File: config.mk
export PLATFORM = sky130hd
export DESIGN_NAME = fetch_inst_queue
export DESIGN_NICKNAME = d
export VERILOG_FILES = /design/src/rtl/fetch_inst_queue.sv
export SDC_FILE = /design/constraint.sdc
export NUM_CORES = 1
export LEC_CHECK = 0
export BUFFER_PORTS_ARGS = -buffer_cell sky130_fd_sc_hd__buf_2
export CORE_MARGIN = 5
export CORE_UTILIZATION = 50
export CTS_CLUSTER_SIZE = 40
export DETAILED_ROUTE_END_ITERATION = 16
export GPL_TIMING_DRIVEN = 0
export PLACE_DENSITY = 0.68
export SYNTH_ARGS = -nofsm -noshare
export SYNTH_HDL_FRONTEND = slang
export SYNTH_SLANG_ARGS = --single-unit
File: constraint.sdc
create_clock -name i_clk -period 15.8 [get_ports i_clk]
set_clock_uncertainty 0.15 [all_clocks]
set_input_delay 0 -clock i_clk [delete_from_list [all_inputs] [get_ports i_clk]]
set_output_delay 0 -clock i_clk [all_outputs]
set_load 0.03 [all_outputs]
File: src/rtl/fetch_inst_queue.sv
// Instruction fetch queue between the PC generator and decode.
// Splits each 8-byte fetch block into one or two PC-tagged 32-bit
// instructions, buffers them in a circular array and hands them to decode
// one per cycle. Stall is raised while fewer than two slots are free, so an
// accepted block always fits.
module fetch_inst_queue #(
  parameter int XLEN  = 32,
  parameter int DEPTH = 8
) (
  input  logic                     i_clk,
  input  logic                     i_rst,
  input  logic                     i_flush,
  input  logic                     i_fetch_valid,
  input  logic [XLEN-1:0]          i_fetch_pc,
  input  logic [63:0]              i_fetch_data,
  output logic                     o_fq_stall,
  output logic                     o_inst_valid,
  output logic [31:0]              o_inst,
  output logic [XLEN-1:0]          o_inst_pc,
  input  logic                     i_dec_ready,
  output logic [$clog2(DEPTH):0]   o_fq_count,
  output logic                     o_fq_drop
);

  localparam int AW = $clog2(DEPTH);
  localparam int CW = AW + 1;

  typedef struct packed {
    logic [31:0]     inst;
    logic [XLEN-1:0] pc;
  } fq_entry_t;

  fq_entry_t [DEPTH-1:0] mem;

  logic [AW-1:0] rd_ptr, wr_ptr, wr_ptr_p1;
  logic [CW-1:0] count, free_slots, push_n;
  logic          drop_q;
  logic          push, pop, two_inst;

  assign free_slots = CW'(DEPTH) - count;
  assign o_fq_stall = free_slots < CW'(2);

  assign push     = i_fetch_valid & ~o_fq_stall & ~i_flush;
  assign two_inst = ~i_fetch_pc[2];
  assign push_n   = push ? (two_inst ? CW'(2) : CW'(1)) : '0;
  assign pop      = o_inst_valid & i_dec_ready;

  assign wr_ptr_p1 = wr_ptr + AW'(1);

  assign o_inst_valid = (count != '0);
  assign o_inst       = mem[rd_ptr].inst;
  assign o_inst_pc    = mem[rd_ptr].pc;
  assign o_fq_count   = count;
  assign o_fq_drop    = drop_q;

  // Storage write: aligned block fills two consecutive slots, odd half fills one.
  always_ff @(posedge i_clk) begin
    if (push) begin
      if (two_inst) begin
        mem[wr_ptr]    <= '{inst: i_fetch_data[31:0],  pc: i_fetch_pc};
        mem[wr_ptr_p1] <= '{inst: i_fetch_data[63:32], pc: i_fetch_pc + XLEN'(4)};
      end else begin
        mem[wr_ptr]    <= '{inst: i_fetch_data[63:32], pc: i_fetch_pc};
      end
    end
  end

  // Pointers, occupancy and drop pulse; reset beats flush beats push/pop.
  always_ff @(posedge i_clk) begin
    if (i_rst) begin
      rd_ptr <= '0;
      wr_ptr <= '0;
      count  <= '0;
      drop_q <= 1'b0;
    end else if (i_flush) begin
      rd_ptr <= '0;
      wr_ptr <= '0;
      count  <= '0;
      drop_q <= 1'b0;
    end else begin
      rd_ptr <= rd_ptr + AW'(pop);
      wr_ptr <= wr_ptr + push_n[AW-1:0];
      count  <= count + push_n - CW'(pop);
      drop_q <= i_fetch_valid & o_fq_stall;
    end
  end

endmodule

==> impl_metrics.env, run 1 <==
export IMPL_status="finished with violations"
export IMPL_violations="max-capacitance violations, max-slew violations"
export IMPL_grt_max_degree=121
export IMPL_remaining_drc_errors=0
export IMPL_crit_path_max_incr_delay_ns=0.67
export IMPL_finalCritPeriodShare_pct=26.3
export IMPL_grt_pass1_wl_um=133000
export IMPL_clockRootBuffer="clkbuf_16"
export IMPL_clock_sinks=523
export IMPL_r2r_start="wr_ptr[0]"
export IMPL_r2r_end="mem[115]"
export IMPL_io_pins=172
export IMPL_arrival_ns=4.47
export IMPL_design_area_mm2=0.0323
export IMPL_grt_overflow=0
export IMPL_drtAntennaViolNets=0
export IMPL_ys_types=51
export IMPL_slew_headroom_pct=-2.29
export IMPL_wl_met2_um=42300
export IMPL_dr_max_layer_used="met5"
export IMPL_die_h_um=244
export IMPL_fillerInstances=4321
export IMPL_clk_latency_ns=0.61
export IMPL_rsz0062_at_grt="false"
export IMPL_syn_to_final_growth_pct=17.5
export IMPL_synthTopCellsByArea="edfxtp_1 56%, mux4_2 10%, a22o_1 8.2%"
export IMPL_route_met3_wl_um=10300
export IMPL_r2r_setup_slack_ns=11.65
export IMPL_hpwl_um=58000
export IMPL_vias=20701
export IMPL_fin_nets=2461
export IMPL_postSynthCellCount=2047
export IMPL_syn_nets=2162
export IMPL_synthFlopType="edfxtp_1"
export IMPL_ir_drop_v=0.0000781
export IMPL_drtIter0Drc=2823
export IMPL_die_area_mm2=0.0597
export IMPL_core_mm2=0.0548
export IMPL_placed_cell_area_mm2=0.0292
export IMPL_initial_utilization_pct=50.2
export IMPL_cts_buffer_depth=3
export IMPL_met1_length_um=33500
export IMPL_drv_slew=8
export IMPL_cts_inserted_buffers=56
export IMPL_reg2regPathDepth=7
export IMPL_min_from="i_fetch_pc[17]"
export IMPL_endpoint_kind="flop"
export IMPL_synthArstFlopShare_pct=0
export IMPL_avgSynthCellArea_um2=13.4
export IMPL_hold_viol_final=0
export IMPL_cts_tree="built"
export IMPL_crit_cells=7
export IMPL_avgRoutedWirePerCell_um=29.2
export IMPL_drv_cap=1
export IMPL_crit_path_start="wr_ptr[0]"
export IMPL_cts_resized=0
export IMPL_yosysSeqAreaShare_pct=56.8
export IMPL_synth_top_area_cell="edfxtp_1"
export IMPL_synth_top_area_share_pct=56.0
export IMPL_drive_gt1_share_pct=22.0
export IMPL_worstPathMaxFanout=10
export IMPL_setup_viol_count_final=0
export IMPL_wirelength_um=90400
export IMPL_crit_path_cell_trace="ha_1, xnor2_1, nand3_1, o21ai_1, clkbuf_1, a22o_1, dlygate4sd3_1"
export IMPL_tns_ns=0
export IMPL_vias_per_cell=6.68
export IMPL_antenna_found_initial=7
export IMPL_crit_buf_inv=2
export IMPL_placementRows=86
export IMPL_synth_area_mm2=0.0275
export IMPL_power_density_mw_per_mm2=122
export IMPL_synth_edf_count=512
export IMPL_power_leakage_uw=0.0112
export IMPL_first_pass_iters=5
export IMPL_track_usage_pct=29.5
export IMPL_ys_warn_count=0
export IMPL_ys_ff_latch=523
export IMPL_worstPathRequired_ns=16.12
export IMPL_path_delay_family="buffers and inverters"
export IMPL_htree_num_levels=2
export IMPL_gp_congestion=0.934
export IMPL_crit_type="flop to flop"
export IMPL_hp_class="input port to flop"
export IMPL_first_global_vias=20759
export IMPL_clk_pin_slew_ns=0.06
export IMPL_crit_slowest_cell="clkbuf_1"
export IMPL_max_freq_mhz=241
export IMPL_fp_dieW_um=244
export IMPL_fin_crit_ns=4.15
export IMPL_io_buffers=95
export IMPL_worstMarginPinSlew_ns=1.52
export IMPL_endpoint="mem[115]"
export IMPL_cp_start_kind="flop"
routing by layer:
layer / vias up / global-route usage (%)
met1: 10353 / 39.1
li1: 8656 / -
met5: - / 0
met3: 288 / 7.44
met4: 4 / 11.9
met2: 1400 / 47.0
worst min-delay path by stage:
| stage | end | slack (ns) | depth (start not counted) |
|---|---|---|---|
| 2_1_floorplan | o_fq_drop | -0.004 | 1 |
| 3_3_place_gp | o_fq_drop | 0.09 | 2 |
| 3_5_place_dp | o_fq_drop | 0.1 | 2 |
| 4_1_cts | mem[401] | 0.14 | 4 |
| 5_1_grt | mem[403] | 0.19 | 4 |
| 6_report | mem[401] | 0.15 | 4 |
Yosys cell counts, drive strengths merged (3+ instances only):
cell type / number
buf: 113
nand4: 4
mux2: 143
and2: 7
o22ai: 64
xnor2: 7
nand2b: 4
and4: 3
ha: 12
a22o: 256
o21ai: 48
or3: 4
o32ai: 11
clkbuf: 132
mux4: 128
a21oi: 71
mux2i: 16
dfxtp: 11
nand2: 220
xor2: 3
nor2: 104
inv: 23
nor3: 36
edfxtp: 512
a211oi: 48
nor4: 3
a31oi: 8
a21o: 9
and3: 19
nand3: 18
cell type report:
cell class	count	area [um^2]	share of cell area, %
diodes	2	5.00	0.0155
plain buffers	246	1160	3.59
clock inverters	37	295	0.915
clock buffers	66	1460	4.52
repair buffers	241	2060	6.39
multi-input cells	1255	10700	33.2
well taps	704	881	2.73
inverters	23	93.8	0.291
flip-flops and latches	523	15600	48.3
cells in the final DEF (no fill, tap or decap), drive strengths merged, types with 18 or more instances in the layout:
| master | n |
|---|---|
| clkinv | 31 |
| nand3 | 18 |
| inv | 24 |
| dlygate4sd3 | 136 |
| edfxtp | 512 |
| and3 | 19 |
| o22ai | 64 |
| a211oi | 48 |
| mux2 | 143 |
| buf | 219 |
| clkbuf | 198 |
| nor3 | 36 |
| nor2 | 104 |
| nand2 | 220 |
| o21ai | 48 |
| mux4 | 128 |
| a22o | 256 |
| a21oi | 71 |
per-stage QoR:
stage | hold WS, ns | utilization, % | setup slack [ns] | instances | power [uW]
floorplan | -0.00408 | - | 8.66 | 2047 | 2410
global placement | 0.0907 | 52.6 | 6.31 | 2846 | 2640
detailed placement | 0.0959 | 53.2 | 11.65 | 2857 | 2640
CTS | 0.138 | 58.9 | 11.62 | 3095 | 3950
global route | 0.189 | 58.9 | 11.66 | 3096 | 4070
finish | 0.154 | 58.9 | 11.65 | 3097 | 3950
what timing repair did:
action                    4_1_cts  5_1_grt
hold endpoints to repair      486        0
hold buffers                  135        0
setup buffers                   0        0
registers in the layout, indices dropped and copies added (netlist names):
| name | flops |
|---|---|
| mem | 512 |
| o_fq_count | 4 |
| rd_ptr | 3 |
| wr_ptr | 3 |
| o_fq_drop | 1 |
where the power goes:
| part | internal [uW] | switching, uW | total (uW) | leakage (uW) |
|---|---|---|---|---|
| combinational | 346 | 509 | 855 | 0.00545 |
| sequential | 1730 | 67.7 | 1800 | 0.00489 |
| clock | 737 | 562 | 1300 | 0.000874 |
cell families (layout without fill, tap and decap cells):
logic type / after synthesis / in the layout / share of synthesized area, %
flops: 523 / 523 / 56.8
mux: 287 / 287 / 16.9
other cells: 0 / 2 / 0
compound gates: 516 / 516 / 13.9
fa+ha+maj: 14 / 14 / 0.692
simple gates: 428 / 428 / 6.86
buf+inv: 269 / 613 / 4.52
xor+xnor: 10 / 10 / 0.319
tightest hold or removal path, cell delays in order:
cell and delay [ns]:
dlygate4sd3_1 0.58, buf_12 0.14, nand2_1 0.05, nand2_1 0.05
(Power assumes the default switching activity.)
==> run 2: changes to the inputs <==
- ABC_AREA: default -> 1
- PLACE_DENSITY: 0.68 -> 0.67
- clock period: 15.8 -> 4.3 ns (I/O delays scaled with it)
==> run 2 against run 1 <==
Net effect: the run now ends clean; synthesized cell count grew 76%; global-route usage is 4.5 points higher; critical endpoint is now o_fq_count[3]; critical path depth rose by 10; core utilization rose by 0.61 points; highest routed layer is now met4; via count up 39%; clock power rose to 3.7 times the previous value; synthesized area up 8.1%; final area is 8.7% higher; total power increased to 4.2 times the previous value.
==> impl_metrics.env, run 2 <==
export IMPL_postSynthCellCount=3601
export IMPL_fin_nets=4095
export IMPL_grt_pass1_wl_um=166000
export IMPL_io_pins=172
export IMPL_avgSynthCellArea_um2=8.25
export IMPL_cts_inserted_buffers=57
export IMPL_core_mm2=0.0589
export IMPL_fillerInstances=5214
export IMPL_combPwrFrac_pct=28.7
export IMPL_r2r_end="o_fq_count[3]"
export IMPL_largest_register="mem"
export IMPL_min_path_cells=4
export IMPL_setup_viol_count_final=0
export IMPL_gp_congestion=0.988
export IMPL_slew_headroom_pct=24.4
export IMPL_synth_area_mm2=0.0297
export IMPL_synthArstFlopShare_pct=0
export IMPL_antenna_found_initial=0
export IMPL_placementRows=89
export IMPL_synth_top_area_cell="edfxtp_1"
export IMPL_final_setup_worst_slack_ns=0.473
export IMPL_netSwitchingFraction_pct=35.1
export IMPL_worstPathMaxFanout=41
export IMPL_place_ws_ns=0.439
export IMPL_regArea_mm2=0.0156
export IMPL_wirelength_um=112000
export IMPL_yosysSeqAreaShare_pct=52.5
export IMPL_fin_crit_ns=3.83
export IMPL_design_area_mm2=0.0351
export IMPL_rsz0062_at_grt="false"
export IMPL_drtIter0Drc=4326
export IMPL_power_leakage_uw=0.0142
export IMPL_endpoint_kind="flop"
export IMPL_power_density_mw_per_mm2=475
export IMPL_placed_cell_area_mm2=0.0320
export IMPL_die_area_mm2=0.0644
export IMPL_drtAntennaViolNets=0
export IMPL_ys_warn_count=0
export IMPL_crit_type="flop to flop"
export IMPL_reg2regPathDepth=17
export IMPL_initial_utilization_pct=50.4
export IMPL_ir_drop_v=0.000531
export IMPL_avgRoutedWirePerCell_um=23.4
export IMPL_synthFlopType="edfxtp_1"
export IMPL_clockRootBuffer="clkbuf_16"
export IMPL_grt_overflow=0
export IMPL_mostFrequentLayoutCells="1,388 x nand2_1, 644 x o21ai_0, 512 x edfxtp_1"
export IMPL_synthTopCellsByCount="1,389 x nand2_1, 644 x o21ai_0, 512 x edfxtp_1, 262 x nor2_1, 142 x inv_1"
export IMPL_vias_per_cell=6.00
export IMPL_whs_ns=0.202
export IMPL_antennaDiodeCount=0
export IMPL_first_pass_iters=6
export IMPL_syn_nets=3716
export IMPL_r2r_start="o_fq_count[1]"
export IMPL_synth_top_area_share_pct=51.8
export IMPL_clk_pin_slew_ns=0.06
export IMPL_pwr_share_seq_pct=42.7
export IMPL_post_route_util_pct=59.5
export IMPL_cts_buffer_depth=3
export IMPL_clkPwrFrac_pct=28.6
export IMPL_die_h_um=254
export IMPL_drv_slew=0
export IMPL_synth_edf_count=512
export IMPL_totalPowerFinal_uw=16700
export IMPL_vias=28812
export IMPL_yosysMostFrequentCell="nand2_1"
export IMPL_htree_num_levels=2
export IMPL_status="finished, final reports clean"
export IMPL_ys_types=39
export IMPL_synthTopCellsByArea="edfxtp_1 52%, nand2_1 18%, o21ai_0 11%"
export IMPL_worstMarginPinSlew_ns=1.13
export IMPL_worstPathRequired_ns=4.68
export IMPL_hold_viol_final=0
export IMPL_fp_dieW_um=254
export IMPL_arrival_ns=4.20
export IMPL_drive_gt1_share_pct=10.4
export IMPL_final_common_cell="nand2_1"
export IMPL_hpwl_um=75300
export IMPL_drv_cap=0
export IMPL_remaining_drc_errors=0
export IMPL_first_global_vias=27357
export IMPL_clock_sinks=523
export IMPL_hp_class="input port to flop"
export IMPL_clk_latency_ns=0.63
export IMPL_ys_ff_latch=523
export IMPL_max_freq_mhz=261
export IMPL_largest_reg_flops=512
export IMPL_r2r_setup_slack_ns=0.47
export IMPL_track_usage_pct=33.9
export IMPL_multi_input_area_mm2=0.0126
export IMPL_finalCritPeriodShare_pct=89.0
export IMPL_holdPathEnd="mem[187]"
export IMPL_cp_start_kind="flop"
export IMPL_min_from="i_fetch_data[59]"
export IMPL_io_buffers=169
export IMPL_p_sw_uw=5840
export IMPL_cts_tree="built"
export IMPL_grt_max_degree=42
export IMPL_internal_power_uw=10800
export IMPL_syn_to_final_growth_pct=18.1
[run 2: cell types whose count changed in the layout (fill, tap and decap cells not counted), sizes merged, moves of 47 or more]
cell | previous run | this run
mux4 | 128 | 0
a22o | 256 | 0
inv | 24 | 156
o21ai | 48 | 660
nor2 | 104 | 272
mux2 | 143 | 0
o22ai | 64 | 122
a211oi | 48 | 1
nand2 | 220 | 1391
buf | 219 | 288
a21oi | 71 | 7
mux2i | 16 | 122
[run 2: metrics by stage]
stage / TNS (ns) / std cells
after floorplan: -316.87 / 3601
after global placement: -1036.13 / 4543
after detailed placement: 0 / 4557
after CTS: 0 / 4801
after global routing: 0 / 4801
final: 0 / 4801
[run 2: critical path: stages (launching register included)]
cell,delay [ns]
dfxtp_4,0.35
inv_4,0.08
ha_4,0.20
a21oi_2,0.09
o21a_1,0.14
nand2_2,0.09
nand3_4,0.29
clkinvlp_4,0.85
nand2_1,0.47
ha_4,0.26
inv_2,0.06
ha_4,0.18
nand2_1,0.05
nor2_1,0.05
a211oi_2,0.23
nand2_1,0.08
nand2_1,0.05
nor2_1,0.03
[run 2: timing repair]
action                                 CTS  global route
hold buffers                           137             0
endpoints found under the hold margin  584             0
gates resized for setup                  0             0
setup buffers                            0             0
[run 2: layer usage]
layer	track usage, %	wire length (um)	vias to the layer above	share of wire [%]
li1	-	-	12940	-
met1	46.1	42500	13465	38
met2	52.4	50000	2076	44
met3	8.43	14800	331	13
met4	14.2	5220	0	4.6
met5	0	0	-	0
[run 2: power groups by stage]
stage,sequential (uW),clock [uW],combinational (uW)
global placement,7390,0,4340
CTS,7100,4740,4670
global route,7190,4920,5190
finish,7120,4760,4780
detailed placement,7200,0,4560
floorplan,7250,0,3030
[run 2: final cells by class]
cell class / count / area share (%)
multi-input combinational: 2678 / 35.8
buffer: 240 / 3.05
timing repair buffer: 320 / 7.14
inverter: 160 / 1.74
sequential: 523 / 44.5
clock buffer: 66 / 4.22
clock inverter: 41 / 0.763
tap: 773 / 2.76
[run 2: how the worst max path moves through the flow]
stage	from	slack [ns]	depth (start not counted)	end
after detailed placement	o_fq_count[1]	0.44	17	o_fq_count[3]
after global placement	o_fq_count[1]	-4.22	17	o_fq_count[3]
after floorplan	o_fq_count[1]	-2.03	17	o_fq_count[3]
after CTS	o_fq_count[1]	0.43	17	o_fq_count[3]
after global routing	o_fq_count[1]	0.23	17	o_fq_count[3]
final	o_fq_count[1]	0.47	17	o_fq_count[3]
[run 2: cell families after synthesis]
logic type / Yosys count / synth area share (%)
AO/OA/AOI/OAI: 816 / 14.4
XOR/XNOR: 18 / 0.657
adder cells (fa/ha/maj): 14 / 0.640
buffers and inverters: 400 / 5.63
flip-flops: 523 / 52.5
multiplexers: 122 / 4.11
AND/OR/NAND/NOR: 1708 / 22.0
